<file path="src/rtl/mem_port_arbiter.sv">
// Two-requester memory port arbiter: fetch and load/store share one memory port,
// one transaction in flight, data has priority with a starvation bound for fetch.
module mem_port_arbiter #(
    parameter int ADDRESS     = 32,
    parameter int INSTRUCTION = 32,
    parameter int MAX_STARVE  = 4
) (
    input  logic                   clk,
    input  logic                   rst,
    input  logic                   if_req,
    input  logic [ADDRESS-1:0]     if_addr,
    output logic                   if_gnt,
    output logic                   if_rvalid,
    output logic [INSTRUCTION-1:0] if_rdata,
    input  logic                   dm_req,
    input  logic                   dm_we_re,
    input  logic [3:0]             dm_mask,
    input  logic [ADDRESS-1:0]     dm_addr,
    input  logic [INSTRUCTION-1:0] dm_wdata,
    output logic                   dm_gnt,
    output logic                   dm_rvalid,
    output logic [INSTRUCTION-1:0] dm_rdata,
    output logic                   mem_request,
    output logic                   mem_we_re,
    output logic [3:0]             mem_mask,
    output logic [ADDRESS-1:0]     mem_addr,
    output logic [INSTRUCTION-1:0] mem_wdata,
    input  logic                   mem_ready,
    input  logic                   mem_rvalid,
    input  logic [INSTRUCTION-1:0] mem_rdata
);
    localparam int CW = $clog2(MAX_STARVE + 1);

    typedef enum logic {IDLE, BUSY} state_t;
    typedef enum logic [1:0] {OWN_NONE, OWN_IF, OWN_DM} owner_t;

    state_t        state_q, state_d;
    owner_t        owner_q, owner_d;
    logic [CW-1:0] starve_cnt_q, starve_cnt_d;

    logic idle, busy, starve_max, sel_if, sel_dm;

    always_comb begin
        // Outputs are gated by rst so nothing leaks out while reset is held.
        idle       = (state_q == IDLE) && !rst;
        busy       = (state_q == BUSY) && !rst;
        starve_max = (starve_cnt_q == CW'(MAX_STARVE));
        sel_if     = idle & if_req & (~dm_req | starve_max);
        sel_dm     = idle & dm_req & ~sel_if;

        mem_request = sel_if | sel_dm;
        mem_we_re   = 1'b0;
        mem_mask    = 4'b0000;
        mem_addr    = '0;
        mem_wdata   = '0;
        if (sel_if) begin
            mem_mask = 4'b1111;
            mem_addr = if_addr;
        end else if (sel_dm) begin
            mem_we_re = dm_we_re;
            mem_mask  = dm_mask;
            mem_addr  = dm_addr;
            mem_wdata = dm_wdata;
        end

        if_gnt = sel_if & mem_ready;
        dm_gnt = sel_dm & mem_ready;

        if_rvalid = busy & mem_rvalid & (owner_q == OWN_IF);
        dm_rvalid = busy & mem_rvalid & (owner_q == OWN_DM);
        if_rdata  = if_rvalid ? mem_rdata : '0;
        dm_rdata  = dm_rvalid ? mem_rdata : '0;

        state_d      = state_q;
        owner_d      = owner_q;
        starve_cnt_d = starve_cnt_q;
        if (if_gnt) begin
            state_d      = BUSY;
            owner_d      = OWN_IF;
            starve_cnt_d = '0;
        end else if (dm_gnt) begin
            state_d = BUSY;
            owner_d = OWN_DM;
            // Count only grants that actually bypassed a waiting fetch; saturate.
            if (if_req)
                starve_cnt_d = starve_max ? starve_cnt_q : starve_cnt_q + CW'(1);
            else
                starve_cnt_d = '0;
        end
        if (busy && mem_rvalid) begin
            state_d = IDLE;
            owner_d = OWN_NONE;
        end
    end

    always_ff @(posedge clk) begin
        if (rst) begin
            state_q      <= IDLE;
            owner_q      <= OWN_NONE;
            starve_cnt_q <= '0;
        end else begin
            state_q      <= state_d;
            owner_q      <= owner_d;
            starve_cnt_q <= starve_cnt_d;
        end
    end
endmodule

</file>
<file path="config.mk">
export PLATFORM = sky130hd
export DESIGN_NAME = mem_port_arbiter
export DESIGN_NICKNAME = d
export VERILOG_FILES = /design/src/rtl/mem_port_arbiter.sv
export SDC_FILE = /design/constraint.sdc
export NUM_CORES = 1
export LEC_CHECK = 0
export CAP_MARGIN = 20
export CORE_AREA = 4 4 107 109
export CTS_BUF_LIST = sky130_fd_sc_hd__clkbuf_16
export CTS_CLUSTER_DIAMETER = 50
export DETAILED_ROUTE_END_ITERATION = 7
export DIE_AREA = 0 0 111 113
export GPL_ROUTABILITY_DRIVEN = 0
export PLACE_DENSITY_LB_ADDON = 0.05
export SLEW_MARGIN = 0
export SYNTH_ARGS = -nofsm -noshare
export SYNTH_HDL_FRONTEND = slang
export SYNTH_SLANG_ARGS = --single-unit
export TNS_END_PERCENT = 50
</file>
<file path="constraint.sdc">
create_clock -name clk -period 3.45 [get_ports clk]
set_clock_uncertainty 0.1 [all_clocks]
set_input_delay 0.345 -clock clk [delete_from_list [all_inputs] [get_ports clk]]
set_output_delay 0.345 -clock clk [all_outputs]
set_load 0.01 [all_outputs]
</file>
== After elaboration in Yosys (flattened, before gate mapping) ==
Cells that the tools add are included.

* $add $sub $neg: 1
* $mul: 0
* Div/mod/pow operators: 0
* $lt $le $gt $ge: 0
* Eq/ne operators: 4
* Shift-type cells: 0
* Multiplexer cells: 16
* Bitwise gates (word level): 14
* Reduce and logical (&&, ||, !) cells: 9

{| class="wikitable"
|+ Operator list
! operator !! count
|-
| 32-bit 2-to-1 mux || 6
|-
| 1-bit AND || 9
|-
| 4-bit 2-to-1 mux || 2
|-
| 1-bit 2-to-1 mux || 6
|-
| 3-bit 2-to-1 mux || 2
|-
| 2-bit OR reduction || 2
|-
| 3-bit by 1-bit adder with 3-bit output, second input constant || 1
|-
| 3-bit equality test, second input constant || 1
|-
| 1-bit logical AND || 3
|-
| 1-bit inverter || 3
|-
| 3-bit OR reduction || 1
|-
| 2-bit by 1-bit equality test with 1-bit output, second input constant || 1
|-
| 2-bit equality test, second input constant || 1
|-
| 2-bit inequality test, second input constant || 1
|-
| 1-bit OR || 2
|-
| 2-bit AND reduction || 1
|-
| 2-bit nonzero test || 1
|-
| 1-bit zero test || 1
|}

* Register bits: 6
* Bits in latches: 0
* RAM bits: 0
* ROM bits: 0
* Input bits: 139
* Output and inout port bits: 138
* Memories kept: 0

== Logic depth before layout (Yosys ltp) ==
* Depth in word-level cells: 9
* Depth in mapped cells: 8
* Depth with buffers taken out: 6

== Worst setup path before layout ==
Ideal clock, no wire load.

* Path type: register to output
* Start point: register starve_cnt_q[0]
* End point: output mem_addr[10]
* Data arrival time: 1.542 ns
* Required time: 3.005 ns
* Slack: 1.463 ns
* Cell stages (with the launch flop): 8
* Buffers on the path: 2
* Cell sequence: dfxtp_1 > inv_1 > ha_1 > a21bo_2 > and3_1 > buf_2 > buf_2 > a22o_1

* Longest elaborated chain between the ends: 7

{| class="wikitable"
|+ Ends and longest elaborated chain
! item !! RTL line !! RTL
|-
| start: declaration || 39 || <nowiki>logic [CW-1:0] starve_cnt_q, starve_cnt_d;</nowiki>
|-
| start signal: assignment || 104 || <nowiki>starve_cnt_q <= starve_cnt_d;</nowiki>
|-
| 3-bit equality test * || 47 || <nowiki>starve_max = (starve_cnt_q == CW'(MAX_STARVE));</nowiki>
|-
| 1-bit OR * || 48 || <nowiki>sel_if = idle & if_req & (~dm_req | starve_max);</nowiki>
|-
| 1-bit AND * || 48 ||
|-
| 1-bit inverter || 49 || <nowiki>sel_dm = idle & dm_req & ~sel_if;</nowiki>
|-
| 1-bit AND || 49 ||
|-
| 32-bit 2-to-1 mux || 59 || <nowiki>end else if (sel_dm) begin</nowiki>
|-
| 32-bit 2-to-1 mux * || 56 || <nowiki>if (sel_if) begin</nowiki>
|-
| end: declaration || 26 || <nowiki>output logic [ADDRESS-1:0] mem_addr,</nowiki>
|}

Every way passes the cells marked *; elsewhere a longest branch is shown, timed or not.

== Worst setup path after layout ==
* Start point: input if_req
* End point: output mem_addr[26]

* Longest elaborated chain between the ends: 6

{| class="wikitable"
|+ Ends and longest elaborated chain
! item !! RTL line !! RTL
|-
| start: declaration || 10 || <nowiki>input logic if_req,</nowiki>
|-
| 1-bit AND * (2 in series) || 48 ||
|-
| 1-bit inverter || 49 ||
|-
| 1-bit AND || 49 ||
|-
| 32-bit 2-to-1 mux || 59 ||
|-
| 32-bit 2-to-1 mux * || 56 ||
|}

Marked as above.

==> impl_metrics.csv <==
group,metric,value,unit
power_and_ir_drop,power.leakage,1.68,nW
sta,setup_tns,0,ps
clocking,clk_latency,230,ps
clocking,post-cts-setup-buffer-count,0,
clocking,clk_pin_slew,30,ps
die,die-area,12500,um2
die,initial_core_util,0.134,
setup_path,ff2ff_path_depth,6,
logic_synthesis,syn_area_per_cell,7.36,um2
global_route,grt_use_total,0.147,
detailed_routing,drc,0,
layout,n_antenna_cell,0,
min_path,whs_path_depth,2,
die,fp.dieH,113,um
global_route,grt_pass1_wl,14800,um
logic_synthesis,synth_top_area_share,0.427,
detailed_routing,wl,10000,um
power_and_ir_drop,p_clk_frac,0.298,
clocking,cts_tree,"built",
detailed_routing,postRouteAntennaNets,0,
logic_synthesis,yosysSeqAreaShare,0.0846,
global_route,antenna_found_initial,0,
power_and_ir_drop,power-per-cell-area,143,nW/um2
global_route,grt-ovfl-total,0,
setup_path,critPathKind,"in2out",
logic_synthesis,synth.area.top_cells,"and2_1 (43%), a22o_1 (20%), dfxtp_1 (8.5%)",
sta,fin_crit_sh,0.833,
global_route,grt_most_used_layer,"met2",
power_and_ir_drop,pwr-share-comb,0.582,
sta,max_freq,348,MHz
min_path,hold_class,"reg2reg",
layout,fillers,1078,
power_and_ir_drop,power,0.624,mW
layout,drive_gt1_frac,0.0306,
setup_path,startpoint_type,"primary input",
global_route,use_met2,0.297,
sta,setup_viol,0,
layout,area_delta_synth_final,208,%
logic_synthesis,yosysWarnings,0,
layout,nets,601,
sta,hold_viol,0,
clocking,clock-sinks,6,
clocking,htreeDepth,1,
sta,slew_headroom,0.729,
power_and_ir_drop,intPower,0.474,mW
power_and_ir_drop,p_switching,0.151,mW
placement,io_buffers,276,
detailed_routing,avgViaCountPerCell,4.08,
setup_path,path_max_fanout,69,
global_route,grt_pass1_vias,2399,
global_route,grt_max_degree,70,
detailed_routing,wl_per_cell,16.8,um
logic_synthesis,synthFlopType,"dfxtp_1",
logic_synthesis,synthArstFlopShare,0,
clocking,cts_hold_buffers,0,
detailed_routing,firstDrtPassIters,4,
sta,rsz0062_at_grt,"no",
logic_synthesis,synth_seq_cells,6,
global_route,grtUsageMet3,0.0390,
logic_synthesis,synth.largest_area_cell,"and2_1",
logic_synthesis,yosysMostFrequentCell,"and2_1",
sta,slew_violations,0,
die,std_cell_rows,38,
flow_run,max_cap_viol_count,0,
detailed_routing,vias,2442,
placement,place_hpwl,8390,um
logic_synthesis,synth_cell_type_count,29,
logic_synthesis,syn_nets,334,
setup_path,critPathCaptureType,"output port",
clocking,cts_made_buffers,3,
power_and_ir_drop,ir_drop,0.297,mV
setup_path,arrival,2430,ps
logic_synthesis,synthTopCellsByCount,"and2_1 (97), a22o_1 (32), buf_2 (9)",
clocking,cts_resized,0,
global_route,grt_use_met1,0.157,
logic_synthesis,synth_edf_count,0,
detailed_routing,first_iter_violations,99,
die,die_w,111,um
power_and_ir_drop,sequentialPowerShare,0.121,
clocking,clockBufferDepth,2,
die,core_area,10600,um2
setup_path,cp.required,3000,ps
clocking,cts_root_buf,"clkbuf_16",
layout,final_core_util,0.413,
power_and_ir_drop,p_sw_frac,0.241,
sta,min_period,2870,ps
logic_synthesis,syn-cell-area,1420,um2
run_status,status,"completed",
logic_synthesis,synth_cells,193,
die,io_pins,277,
sta,tightest_slew,407,ps
kinds of logic (layout without fill, tap and decap cells):
family | after synthesis | count (layout) | share of synthesized area
buffers and inverters | 22 | 287 | 0.0819
AND/OR/NAND/NOR | 114 | 114 | 0.535
flip-flops | 6 | 6 | 0.0846
AO/OA/AOI/OAI | 49 | 49 | 0.281
adder cells (fa/ha/maj) | 2 | 2 | 0.0176
placed cells by master, fill, tap and decap left out, types with 4 or more instances in the layout:
cell | netlist | layout
clkdlybuf4s50_1 | 0 | 276
a21o_1 | 4 | 4
a22o_1 | 32 | 32
dfxtp_1 | 6 | 6
and2_1 | 97 | 97
buf_4 | 0 | 4
metal layers:
layer	wire, um	vias to the layer above
met5	0	-
met4	39	0
met3	755	4
li1	-	1204
met1	3700	1102
met2	5540	132
layout make-up:
type,count,area [um2],share of cell area
Clock buffer,3,75.1,0.0171
Inverter,3,11.3,0.00257
Multi-Input combinational cell,165,1180,0.271
Sequential cell,6,120,0.0274
Tap cell,140,175,0.0400
Timing Repair Buffer,281,2810,0.642
flip-flops by register name, indices dropped and copies added (netlist names):
name and count:
state_q 1, starve_cnt_q 3, owner_q 2
worst max-delay path: stages:
cell	delay (ps)
clkdlybuf4s50_1	540
and3_4	270
and3b_2	250
buf_12	250
a22o_1	200
clkdlybuf4s50_1	540
metrics by stage:
stage	std cells	hold slack (ps)	setup WS (ps)	cell area (um2)
after CTS	598	421	561	4380
final	598	414	577	4380
after global placement	595	410	593	4300
after global routing	598	450	446	4380
after detailed placement	595	420	570	4300
after floorplan	193	376	1460	1420
path summary, 6_finish.rpt:
path / start / slack [ps] / to
worst max-delay path: if_req / 580 / mem_addr[26]
worst min-delay path: starve_cnt_q[0] / 410 / starve_cnt_q[0]
worst max register to register: starve_cnt_q[0] / 1930 / state_q
worst min register to register: starve_cnt_q[0] / 410 / starve_cnt_q[0]
power by group through the flow:
stage | registers [mW] | clock network [mW] | logic, mW
after floorplan | 0.0755 | 0 | 0.102
after global placement | 0.0763 | 0 | 0.363
after detailed placement | 0.0763 | 0 | 0.366
after CTS | 0.0754 | 0.189 | 0.368
after global routing | 0.0757 | 0.195 | 0.387
final | 0.0754 | 0.186 | 0.363
(Power assumes the default switching activity.)
